`src/rtl/present_redundant_ctrl_if.sv`:
```
// Host-side request/response bundle of present_redundant_ctrl: start/ready handshake,
// plaintext and key in, ciphertext and its valid strobe out.
interface present_redundant_ctrl_if;
    logic        start_i;
    logic        ready_o;
    logic [63:0] data_i;
    logic [79:0] key_i;
    logic [63:0] data_o;
    logic        data_o_valid;

    modport master (
        output start_i, data_i, key_i,
        input  ready_o, data_o, data_o_valid
    );

    modport slave (
        input  start_i, data_i, key_i,
        output ready_o, data_o, data_o_valid
    );
endinterface

```
`src/rtl/present_redundant_ctrl.sv`:
```
// PRESENT-80 fault countermeasure: NCOPY lockstep round-iterative cores, a controller FSM
// that compares (MODE 0) or majority-votes (MODE 1) their results, and a fault/alarm counter.

module present_encryptor_top (
    input  logic        clk_i,
    input  logic        rst,
    input  logic [63:0] data_i,
    input  logic [79:0] key_i,
    input  logic        data_load_i,
    input  logic        key_load_i,
    input  logic        cointoss_i,
    output logic [63:0] data_o,
    output logic        data_o_valid
);
    logic [63:0] state_q, state_d;
    logic [79:0] key_q, key_d;
    logic [4:0]  round_q, round_d;
    logic        busy_q, busy_d;
    logic        valid_q, valid_d;
    logic [63:0] dout_q, dout_d;
    logic [63:0] round_state;
    logic [79:0] key_rot, next_key;

    function automatic logic [3:0] sbox(input logic [3:0] x);
        logic [3:0] y;
        case (x)
            4'h0: y = 4'hC;  4'h1: y = 4'h5;  4'h2: y = 4'h6;  4'h3: y = 4'hB;
            4'h4: y = 4'h9;  4'h5: y = 4'h0;  4'h6: y = 4'hA;  4'h7: y = 4'hD;
            4'h8: y = 4'h3;  4'h9: y = 4'hE;  4'hA: y = 4'hF;  4'hB: y = 4'h8;
            4'hC: y = 4'h4;  4'hD: y = 4'h7;  4'hE: y = 4'h1;  default: y = 4'h2;
        endcase
        return y;
    endfunction

    function automatic logic [63:0] s_layer(input logic [63:0] x);
        logic [63:0] y;
        y = '0;
        for (int n = 0; n < 16; n++) y[4*n +: 4] = sbox(x[4*n +: 4]);
        return y;
    endfunction

    // Bit i moves to 16*(i mod 4) + i/4, i.e. the two index fields swap places.
    function automatic logic [63:0] p_layer(input logic [63:0] x);
        logic [63:0] y;
        logic [5:0]  src;
        y = '0;
        for (int i = 0; i < 64; i++) begin
            src = 6'(i);
            y[{src[1:0], src[5:2]}] = x[src];
        end
        return y;
    endfunction

    // NOTE: every signal driven here gets a default first, so no path leaves it unassigned
    // and no latch is inferred.
    always_comb begin
        key_rot     = {key_q[18:0], key_q[79:19]};
        next_key    = {sbox(key_rot[79:76]), key_rot[75:20], key_rot[19:15] ^ round_q,
                       key_rot[14:0]};
        round_state = p_layer(s_layer(state_q ^ key_q[79:16]));
        state_d     = state_q;
        key_d       = key_q;
        round_d     = round_q;
        busy_d      = busy_q;
        valid_d     = valid_q;
        dout_d      = dout_q;
        if (data_load_i || key_load_i) begin
            if (data_load_i) state_d = data_i;
            if (key_load_i)  key_d   = key_i;
            round_d = 5'd1;
            busy_d  = 1'b1;
            valid_d = 1'b0;
        end else if (busy_q && !cointoss_i) begin
            // cointoss inserts a dummy cycle; all cores see the same bit and stay in lockstep
            state_d = round_state;
            key_d   = next_key;
            round_d = round_q + 5'd1;
            if (round_q == 5'd31) begin
                busy_d  = 1'b0;
                valid_d = 1'b1;
                dout_d  = round_state ^ next_key[79:16];
            end
        end
    end

    // NOTE: sequential state uses non-blocking assignments so every register samples the
    // pre-edge values regardless of statement order.
    always_ff @(posedge clk_i or negedge rst) begin
        if (!rst) begin
            state_q <= '0;
            key_q   <= '0;
            round_q <= '0;
            busy_q  <= 1'b0;
            valid_q <= 1'b0;
            dout_q  <= '0;
        end else begin
            state_q <= state_d;
            key_q   <= key_d;
            round_q <= round_d;
            busy_q  <= busy_d;
            valid_q <= valid_d;
            dout_q  <= dout_d;
        end
    end

    assign data_o       = dout_q;
    assign data_o_valid = valid_q;
endmodule

module present_redundant_ctrl #(
    parameter int NCOPY     = 2,
    parameter int MODE      = 0,
    parameter int TIMEOUT   = 64,
    parameter int ALARM_THR = 3,
    parameter int CNT_W     = 8
) (
    input  logic                     clk_i,
    input  logic                     rst,
    present_redundant_ctrl_if.slave  bus,
    input  logic                     cointoss,
    input  logic                     clr_alarm_i,
    output logic                     fault_o,
    output logic                     alarm_o,
    output logic [CNT_W-1:0]         fault_cnt_o
);
    localparam int T_W = $clog2(TIMEOUT + 1);

    typedef enum logic [2:0] {
        S_IDLE, S_LOAD, S_RUN, S_CHECK, S_OUT, S_LOCK
    } state_t;

    state_t                state_q, state_d;
    logic [63:0]           pt_q, pt_d;
    logic [79:0]           key_q, key_d;
    logic [T_W-1:0]        timer_q, timer_d;
    logic                  tmo_q, tmo_d;
    logic [63:0]           result_q, result_d;
    logic                  fault_q, fault_d;
    logic [CNT_W-1:0]      cnt_q, cnt_d, cnt_inc;
    logic                  load_w;

    logic [NCOPY-1:0][63:0] core_data;
    logic [NCOPY-1:0]       core_valid;

    for (genvar g = 0; g < NCOPY; g++) begin : g_core
        logic [63:0] core_dout;
        logic        core_vld;

        present_encryptor_top u_core (
            .clk_i        (clk_i),
            .rst          (rst),
            .data_i       (pt_q),
            .key_i        (key_q),
            .data_load_i  (load_w),
            .key_load_i   (load_w),
            .cointoss_i   (cointoss),
            .data_o       (core_dout),
            .data_o_valid (core_vld)
        );

        assign core_data[g]  = core_dout;
        assign core_valid[g] = core_vld;
    end

    logic [63:0] maj;
    logic        all_eq, any_diff;
    logic [63:0] vote_data;
    logic        vote_fault;
    int          ones;

    always_comb begin
        all_eq   = 1'b1;
        any_diff = 1'b0;
        maj      = '0;
        ones     = 0;
        for (int c = 1; c < NCOPY; c++)
            if (core_data[c] != core_data[0]) all_eq = 1'b0;
        for (int b = 0; b < 64; b++) begin
            ones = 0;
            for (int c = 0; c < NCOPY; c++) ones = ones + int'(core_data[c][b]);
            maj[b] = (ones > NCOPY / 2);
        end
        for (int c = 0; c < NCOPY; c++)
            if (core_data[c] != maj) any_diff = 1'b1;

        vote_data  = '0;
        vote_fault = 1'b1;
        if (!tmo_q) begin
            if (MODE == 1) begin
                vote_data  = maj;
                vote_fault = any_diff;
            end else if (all_eq) begin
                vote_data  = core_data[0];
                vote_fault = 1'b0;
            end
        end
    end

    always_comb begin
        state_d  = state_q;
        pt_d     = pt_q;
        key_d    = key_q;
        timer_d  = timer_q;
        tmo_d    = tmo_q;
        result_d = result_q;
        fault_d  = fault_q;
        cnt_d    = cnt_q;
        load_w   = 1'b0;
        cnt_inc  = (cnt_q == {CNT_W{1'b1}}) ? cnt_q : cnt_q + 1'b1;
        case (state_q)
            S_IDLE: begin
                if (bus.start_i) begin
                    pt_d    = bus.data_i;
                    key_d   = bus.key_i;
                    state_d = S_LOAD;
                end
            end
            S_LOAD: begin
                load_w  = 1'b1;
                timer_d = '0;
                tmo_d   = 1'b0;
                state_d = S_RUN;
            end
            S_RUN: begin
                timer_d = timer_q + 1'b1;
                if (&core_valid) begin
                    state_d = S_CHECK;
                end else if (timer_d == T_W'(TIMEOUT)) begin
                    tmo_d   = 1'b1;
                    state_d = S_CHECK;
                end
            end
            S_CHECK: begin
                result_d = vote_data;
                fault_d  = vote_fault;
                state_d  = S_OUT;
            end
            S_OUT: begin
                if (fault_q) cnt_d = cnt_inc;
                state_d = (cnt_d >= CNT_W'(ALARM_THR)) ? S_LOCK : S_IDLE;
            end
            S_LOCK: begin
                if (clr_alarm_i) begin
                    cnt_d   = '0;
                    state_d = S_IDLE;
                end
            end
            default: state_d = S_IDLE;
        endcase
    end

    always_ff @(posedge clk_i or negedge rst) begin
        if (!rst) begin
            state_q  <= S_IDLE;
            pt_q     <= '0;
            key_q    <= '0;
            timer_q  <= '0;
            tmo_q    <= 1'b0;
            result_q <= '0;
            fault_q  <= 1'b0;
            cnt_q    <= '0;
        end else begin
            state_q  <= state_d;
            pt_q     <= pt_d;
            key_q    <= key_d;
            timer_q  <= timer_d;
            tmo_q    <= tmo_d;
            result_q <= result_d;
            fault_q  <= fault_d;
            cnt_q    <= cnt_d;
        end
    end

    // result_q only changes on the CHECK->OUT edge, so it holds the last answer until the next OUT
    assign bus.data_o       = (state_q == S_LOCK) ? '0 : result_q;
    assign bus.data_o_valid = (state_q == S_OUT);
    assign bus.ready_o      = (state_q == S_IDLE);
    assign fault_o          = (state_q == S_OUT) && fault_q;
    assign alarm_o          = (state_q == S_LOCK);
    assign fault_cnt_o      = cnt_q;
endmodule

```
`src/flat_wrapper.sv`:
```
// flat-port wrapper written by rule: the top's interface ports become plain ports
module present_redundant_ctrl_flat 
#(
    parameter int NCOPY     = 2,
    parameter int MODE      = 0,
    parameter int TIMEOUT   = 64,
    parameter int ALARM_THR = 3,
    parameter int CNT_W     = 8
)
  (clk_i, rst, cointoss, clr_alarm_i, fault_o, alarm_o, fault_cnt_o, bus_start_i, bus_data_i, bus_key_i, bus_ready_o, bus_data_o, bus_data_o_valid);
  present_redundant_ctrl_if bus_i ();
  input  logic clk_i;
  input  logic rst;
  input  logic cointoss;
  input  logic clr_alarm_i;
  output logic fault_o;
  output logic alarm_o;
  output logic [CNT_W-1:0] fault_cnt_o;
  input wire logic [$bits(bus_i.start_i)-1:0] bus_start_i;
  input wire logic [$bits(bus_i.data_i)-1:0] bus_data_i;
  input wire logic [$bits(bus_i.key_i)-1:0] bus_key_i;
  output wire logic [$bits(bus_i.ready_o)-1:0] bus_ready_o;
  output wire logic [$bits(bus_i.data_o)-1:0] bus_data_o;
  output wire logic [$bits(bus_i.data_o_valid)-1:0] bus_data_o_valid;
  assign bus_i.start_i = bus_start_i;
  assign bus_i.data_i = bus_data_i;
  assign bus_i.key_i = bus_key_i;
  assign bus_ready_o = bus_i.ready_o;
  assign bus_data_o = bus_i.data_o;
  assign bus_data_o_valid = bus_i.data_o_valid;
  present_redundant_ctrl #(.NCOPY(NCOPY), .MODE(MODE), .TIMEOUT(TIMEOUT), .ALARM_THR(ALARM_THR), .CNT_W(CNT_W)) u_core (.clk_i(clk_i), .rst(rst), .bus(bus_i), .cointoss(cointoss), .clr_alarm_i(clr_alarm_i), .fault_o(fault_o), .alarm_o(alarm_o), .fault_cnt_o(fault_cnt_o));
endmodule
```
`config.mk`:
```
export PLATFORM = sky130hd
export DESIGN_NAME = present_redundant_ctrl_flat
export DESIGN_NICKNAME = d
export VERILOG_FILES = /design/src/rtl/present_redundant_ctrl_if.sv /design/src/rtl/present_redundant_ctrl.sv /design/src/flat_wrapper.sv
export SDC_FILE = /design/constraint.sdc
export NUM_CORES = 2
export LEC_CHECK = 0
export CAP_MARGIN = 30
export CORE_MARGIN = 4
export CORE_UTILIZATION = 55
export CTS_CLUSTER_SIZE = 25
export DETAILED_ROUTE_END_ITERATION = 10
export PLACE_DENSITY = 0.8
export SYNTH_ARGS = -nofsm -noshare
export SYNTH_HDL_FRONTEND = slang
export SYNTH_HIERARCHICAL = 1
export SYNTH_SLANG_ARGS = --single-unit
```
`constraint.sdc`:
```
create_clock -name clk_i -period 2.8 [get_ports clk_i]
set_clock_uncertainty 0.1 [all_clocks]
set_input_delay 0.56 -clock clk_i [delete_from_list [all_inputs] [get_ports clk_i]]
set_output_delay 0.56 -clock clk_i [all_outputs]
set_load 0.05 [all_outputs]
```
Word level (Yosys, flattened, before mapping)
Memory sizes are Yosys's and may differ from the RTL's.
Index checks and enable logic that the tools add are counted.
Word-level totals
  output and inout port bits: 76
  memories kept: 34
  register bits: 658
  ROM bits: 2176
  bits of input ports: 149
Operators by class
  mux-type cells: 45
  $add $sub $neg: 4
  $lt $le $gt $ge: 1
  bitwise operators: 7
  reduce and logical (&&, ||, !) cells: 20
  equal/unequal tests: 15
Memory list
  (name not given): depth 16, bits a word 4, read ports 1, clocked after memory_dff 0, write ports 0, line present_redundant_ctrl.sv:26  | case (x)
  (name not given): depth 16, bits a word 4, read ports 1, clocked after memory_dff 0, write ports 0, line present_redundant_ctrl.sv:26
  (name not given): depth 16, bits a word 4, read ports 1, clocked after memory_dff 0, write ports 0, line present_redundant_ctrl.sv:26
  (name not given): depth 16, bits a word 4, read ports 1, clocked after memory_dff 0, write ports 0, line present_redundant_ctrl.sv:26
  (name not given): depth 16, bits a word 4, read ports 1, clocked after memory_dff 0, write ports 0, line present_redundant_ctrl.sv:26
  (name not given): depth 16, bits a word 4, read ports 1, clocked after memory_dff 0, write ports 0, line present_redundant_ctrl.sv:26
  +28 memories
Operators with widths (number)
  $mux W64: 7
  $mux W80: 4
  $xor A64 B64 Y64: 4
  $ne A64 B64 Y1: 1
  $mux W8: 4
  $mux W5: 4
  $pmux W3 S6: 1
  $mux W1: 17
  $pmux W8 S2: 1
  $mux W3: 5
  $pmux W7 S2: 1
  $reduce_and A3 Y1: 4
  $reduce_bool A2 Y1: 6
  $add A5 B1 Y5 const B: 2
  $eq A5 B5 Y1 const B: 2
  $reduce_and A2 Y1: 5
  $xor A5 B5 Y5: 2
  $add A8 B1 Y8 const B: 1
  $eq A8 B8 Y1 const B: 1
  $ge A8 B2 Y1 const B: 1
  $add A7 B1 Y7 const B: 1
  $eq A7 B7 Y1 const B: 1
  $eq A3 B2 Y1 const B: 2
  $eq A3 B3 Y1 const B: 2
  other kinds (9): 13

Depth between registers and ports, before layout
  depth in word-level cells: 7
  mapped depth: 11
  mapped depth without buffers: 7

By module
Netlist, hierarchy kept.
Modules (own cells, without submodules)
  present_encryptor_top at u_core.g_core[0].u_core: cells an instance 1369, times used 1, seq. area each 5380.2 µm², area an instance 13056.3 µm²
  present_encryptor_top at u_core.g_core[1].u_core: cells an instance 1366, times used 1, seq. area each 5380.2 µm², area an instance 13035.0 µm²
  present_redundant_ctrl: cells an instance 886, times used 1, seq. area each 5705.5 µm², area an instance 10970.5 µm²

Worst setup path before layout
Ideal clock, no wire load.
  path kind: flip-flop to flip-flop
  from: register u_core.state_q[0]
  to: register u_core.key_q[19]
  data required time: 2.573 ns
  buffers on the path: 4
  setup time: 0.127 ns
  data arrival time: 2.675 ns
  clock period less this slack: 2.902 ns
  setup slack: -0.102 ns
  cell stages (with the launch flop): 8
  path through: dfrtp_1 -> buf_2 -> nor3_1 -> and2_1 -> buf_4 -> buf_8 -> buf_6 -> mux2_1
Between the ends
  word-level cells in the longest chain between the ends: 2
Ends and longest elaborated chain
  start, declared: line present_redundant_ctrl.sv:132  | state_t state_q, state_d;
  start signal, assigned: line present_redundant_ctrl.sv:263  | state_q <= state_d;
  $logic_not A3 Y1
  named net bus_ready_o: line flat_wrapper.sv:22  | output wire logic [$bits(bus_i.ready_o)-1:0] bus_ready_o;
  $reduce_and A2 Y1 (no line)
  end signal, assigned: line present_redundant_ctrl.sv:265  | key_q <= key_d;
  end, declared: line present_redundant_ctrl.sv:134  | logic [79:0] key_q, key_d;
The timed path passes the listed nets, and every way through them passes these cells.
A chain may end at the register's enable or synchronous reset.

Worst setup path after layout
  from: register u_core.g_core[0].u_core.key_q[64]
  to: register u_core.g_core[0].u_core.dout_q[12]
Between the ends
  word-level cells in the longest chain between the ends: 3
Ends and longest elaborated chain
  start, declared: line present_redundant_ctrl.sv:16  | logic [79:0] key_q, key_d;
  start signal, assigned: line present_redundant_ctrl.sv:98  | key_q <= key_d;
  $xor A64 B64 Y64: line present_redundant_ctrl.sv:60  | round_state = p_layer(s_layer(state_q ^ key_q[79:16]));
  $mem_v2 Z16 W4
  $xor A64 B64 Y64: line present_redundant_ctrl.sv:81  | dout_d = round_state ^ next_key[79:16];
  end signal, assigned: line present_redundant_ctrl.sv:102  | dout_q <= dout_d;
  end, declared: line present_redundant_ctrl.sv:20  | logic [63:0] dout_q, dout_d;
No other way between the ends.

==> results.yml <==
outcome:
  status: "complete, no violations"
grt:
  antenna_found_initial: 11
  grt_pass1_vias: 28800
  overflow: 0
  grt_usage: 0.377
  grt_max_degree: 90
  grt_pass1_wl_microns: 195000
logic_synthesis:
  yosys.area_share.adder: 0.0594
  ys_warn_count: 6
  seq_area_frac_synth: 0.444
  syn_inst: 3621
  synth_area_sq_um: 37100
  synth.area.top_cells: "dfrtp_1, nand2_1, ha_1"
  synth_fp_nets: 3946
  syn_area_per_cell_sq_um: 10.2
  synth_top_flop_cell: "dfrtp_1"
  muxShareOfSynthArea: 0.107
  synth_compound_area_frac: 0.129
  synth_seq_cells: 658
  synth_top_area_frac: 0.444
  synth_cell_types: 63
  synth_top_family_by_area: "compound AO/OA/AOI/OAI gates"
  synth-simple-area-share: 0.118
  synth-edff-count: 0
  synth-xor-area-share: 0.0930
  yosys.area.top_type: "dfrtp_1"
  async_flop_share: 1.00
route:
  vias: 30300
  first_iter_violations: 4035
  via_per_inst: 6.30
  routed_wl_microns: 136000
  wl_per_cell_microns: 28.4
  drtPass1Iterations: 8
  ant_nets: 0
  drcViolationCount: 0
placed_design:
  gp_congestion: 1.03
  pre_cts_ws_ps: 155
  place_hpwl_microns: 105000
  numPortBuffers: 224
sta:
  fin_setup_tns_ps: 0
  fin_crit_sh: 1.00
  worst_pin_slew_ps: 698
  final-hold-violation-count: 0
  slew_headroom: 0.531
  setup_viol: 0
  setup_ws_ps: 0.495
  period_needed_ps: 2800
  drv_slew: 0
  fmax_ghz: 0.357
  rsz0062_at_grt: "false"
critical_path:
  cp-start-kind: "flop"
  cp_max_fo: 5
  crit_type: "flop to flop"
  setup.worst_path.end_class: "flop"
  cp.arrival_ps: 3200
  worstPathRequired_ps: 3200
finish:
  layout_commonest_cell: "dfrtp_1"
  fillers: 5155
  layout_common_cells: "dfrtp_1, nand2_1, o21ai_0"
  drive_gt1_frac: 0.166
  final_nets: 4212
  areaGrowthSynthToFinish_pct: 17.2
flow_run:
  drv_cap: 0
die:
  dieWidth_microns: 268
  design.die.area_sq_um: 71600
  initial_utilization: 0.559
  die_h_microns: 268
  core_area_sq_um: 66300
  rows: 94
  io_pins: 225
clock_network:
  htree_levels: 3
  cts-root-buf: "clkbuf_16"
  cts.sinks: 658
  cts_tree: "done"
  clockBufferDepth: 3
  insertion_delay_ps: 640
  cts_made_buffers: 72
  clk_pin_slew_worst_paths_ps: 70
worst_hold_path:
  hold_path_class: "input pin to async pin"
## layout make-up
class                      count  area, sq um  share of cell area
sequential                   658        16500               0.379
antenna                        5         12.5            0.000288
clock buffer                 102         2110              0.0485
timing repair buffer         400         3840              0.0884
clock inverter                24          307             0.00706
tap                          864         1080              0.0249
multi-input combinational   2542        18800               0.433
inverter                     213          800              0.0184
## critical path, cell delays in order, from the launching register on
cell,delay [ps]
dfrtp_1,480
xnor2_1,380
inv_1,160
ha_1,360
mux2i_1,170
xor2_1,460
xnor2_1,390
o21ai_0,160
## synth_stat cells, drive strengths merged (2+ instances only)
master / instances
a2111oi: 4
a211oi: 4
a21o: 18
a21oi: 95
a221o: 22
a22o: 2
a22oi: 7
a31oi: 144
and2: 65
and3: 26
buf: 93
clkbuf: 115
dfrtp: 658
ha: 176
inv: 213
mux2: 148
mux2i: 71
mux4: 68
nand2: 651
nand2b: 11
nand3: 9
nand4: 18
nor2: 197
nor2b: 15
nor3: 32
nor3b: 3
nor4: 6
o2111ai: 2
o21a: 6
o21ai: 229
o221ai: 28
o22a: 2
o22ai: 23
o2bb2ai: 22
o31ai: 69
or2: 2
or3b: 2
xnor2: 232
xor2: 124
## routing by layer
layer  vias to the layer above  track usage  part of all wire
li1                      12900            -                 -
met1                     14800        0.504              0.37
met2                      2153        0.533              0.41
met3                       501        0.123              0.14
met4                        10        0.232             0.079
met5                         -      0.00135           0.00062
## cell families after synthesis
group / count (synthesis)
AO/OA/AOI/OAI: 683
buffers and inverters: 421
AND/OR/NAND/NOR: 1040
multiplexers: 287
adder cells (fa/ha/maj): 176
XOR/XNOR: 356
flip-flops: 658
## through the flow
stage	instance area [sq um]	hold slack, ps	std cells	utilization
final	43400	376	4808	0.655
after global routing	43400	395	4803	0.655
after floorplan	37100	164	3621	-
after CTS	43400	377	4803	0.654
after detailed placement	41000	364	4676	0.618
after global placement	41000	356	4676	0.618
## state kept, by name (all words and copies together), names as in the netlist
name and cells:
u_core/g_core.u_core/key_q 160, u_core/g_core.u_core/data_o 128, u_core/g_core.u_core/state_q 128, u_core/key_q 80, u_core/pt_q 64, u_core/result_q 64, u_core/g_core.u_core/round_q 10, u_core/fault_cnt_o 8
u_core/timer_q 7, u_core/state_q 3, u_core/g_core.u_core/busy_q 2, u_core/g_core.u_core/data_o_valid 2, u_core/fault_q 1, u_core/tmo_q 1
## what timing repair did
item	in CTS	in global routing
endpoints found under the hold margin	35	0
hold buffers	1	0
setup buffers	0	0
resized for setup	1	6
setup endpoints to repair	1	4
## final timing paths
kind | slack, ps | cells after the start | startpoint | end
min | 380 | 2 | rst | u_core/fault_cnt_o[2]$_DFFE_PN0P_
min in group clk_i | 380 | 2 | u_core/result_q[44]$_DFFE_PN0N_ | u_core/result_q[44]$_DFFE_PN0N_
max reg2reg | 0.5 | 7 | u_core/g_core[0].u_core/key_q[64]$_DFFE_PN0P_ | u_core/g_core[0].u_core/data_o[12]$_DFFE_PN0P_
max in group asynchronous | 1230 | 3 | rst | u_core/g_core[0].u_core/data_o[37]$_DFFE_PN0P_
min reg2reg | 380 | 2 | u_core/result_q[44]$_DFFE_PN0N_ | u_core/result_q[44]$_DFFE_PN0N_
max | 0.5 | 7 | u_core/g_core[0].u_core/key_q[64]$_DFFE_PN0P_ | u_core/g_core[0].u_core/data_o[12]$_DFFE_PN0P_
Power is left out: the tool's default activity adds up to more than one toggle a clock period on the data nets, which glitch-free logic cannot reach.
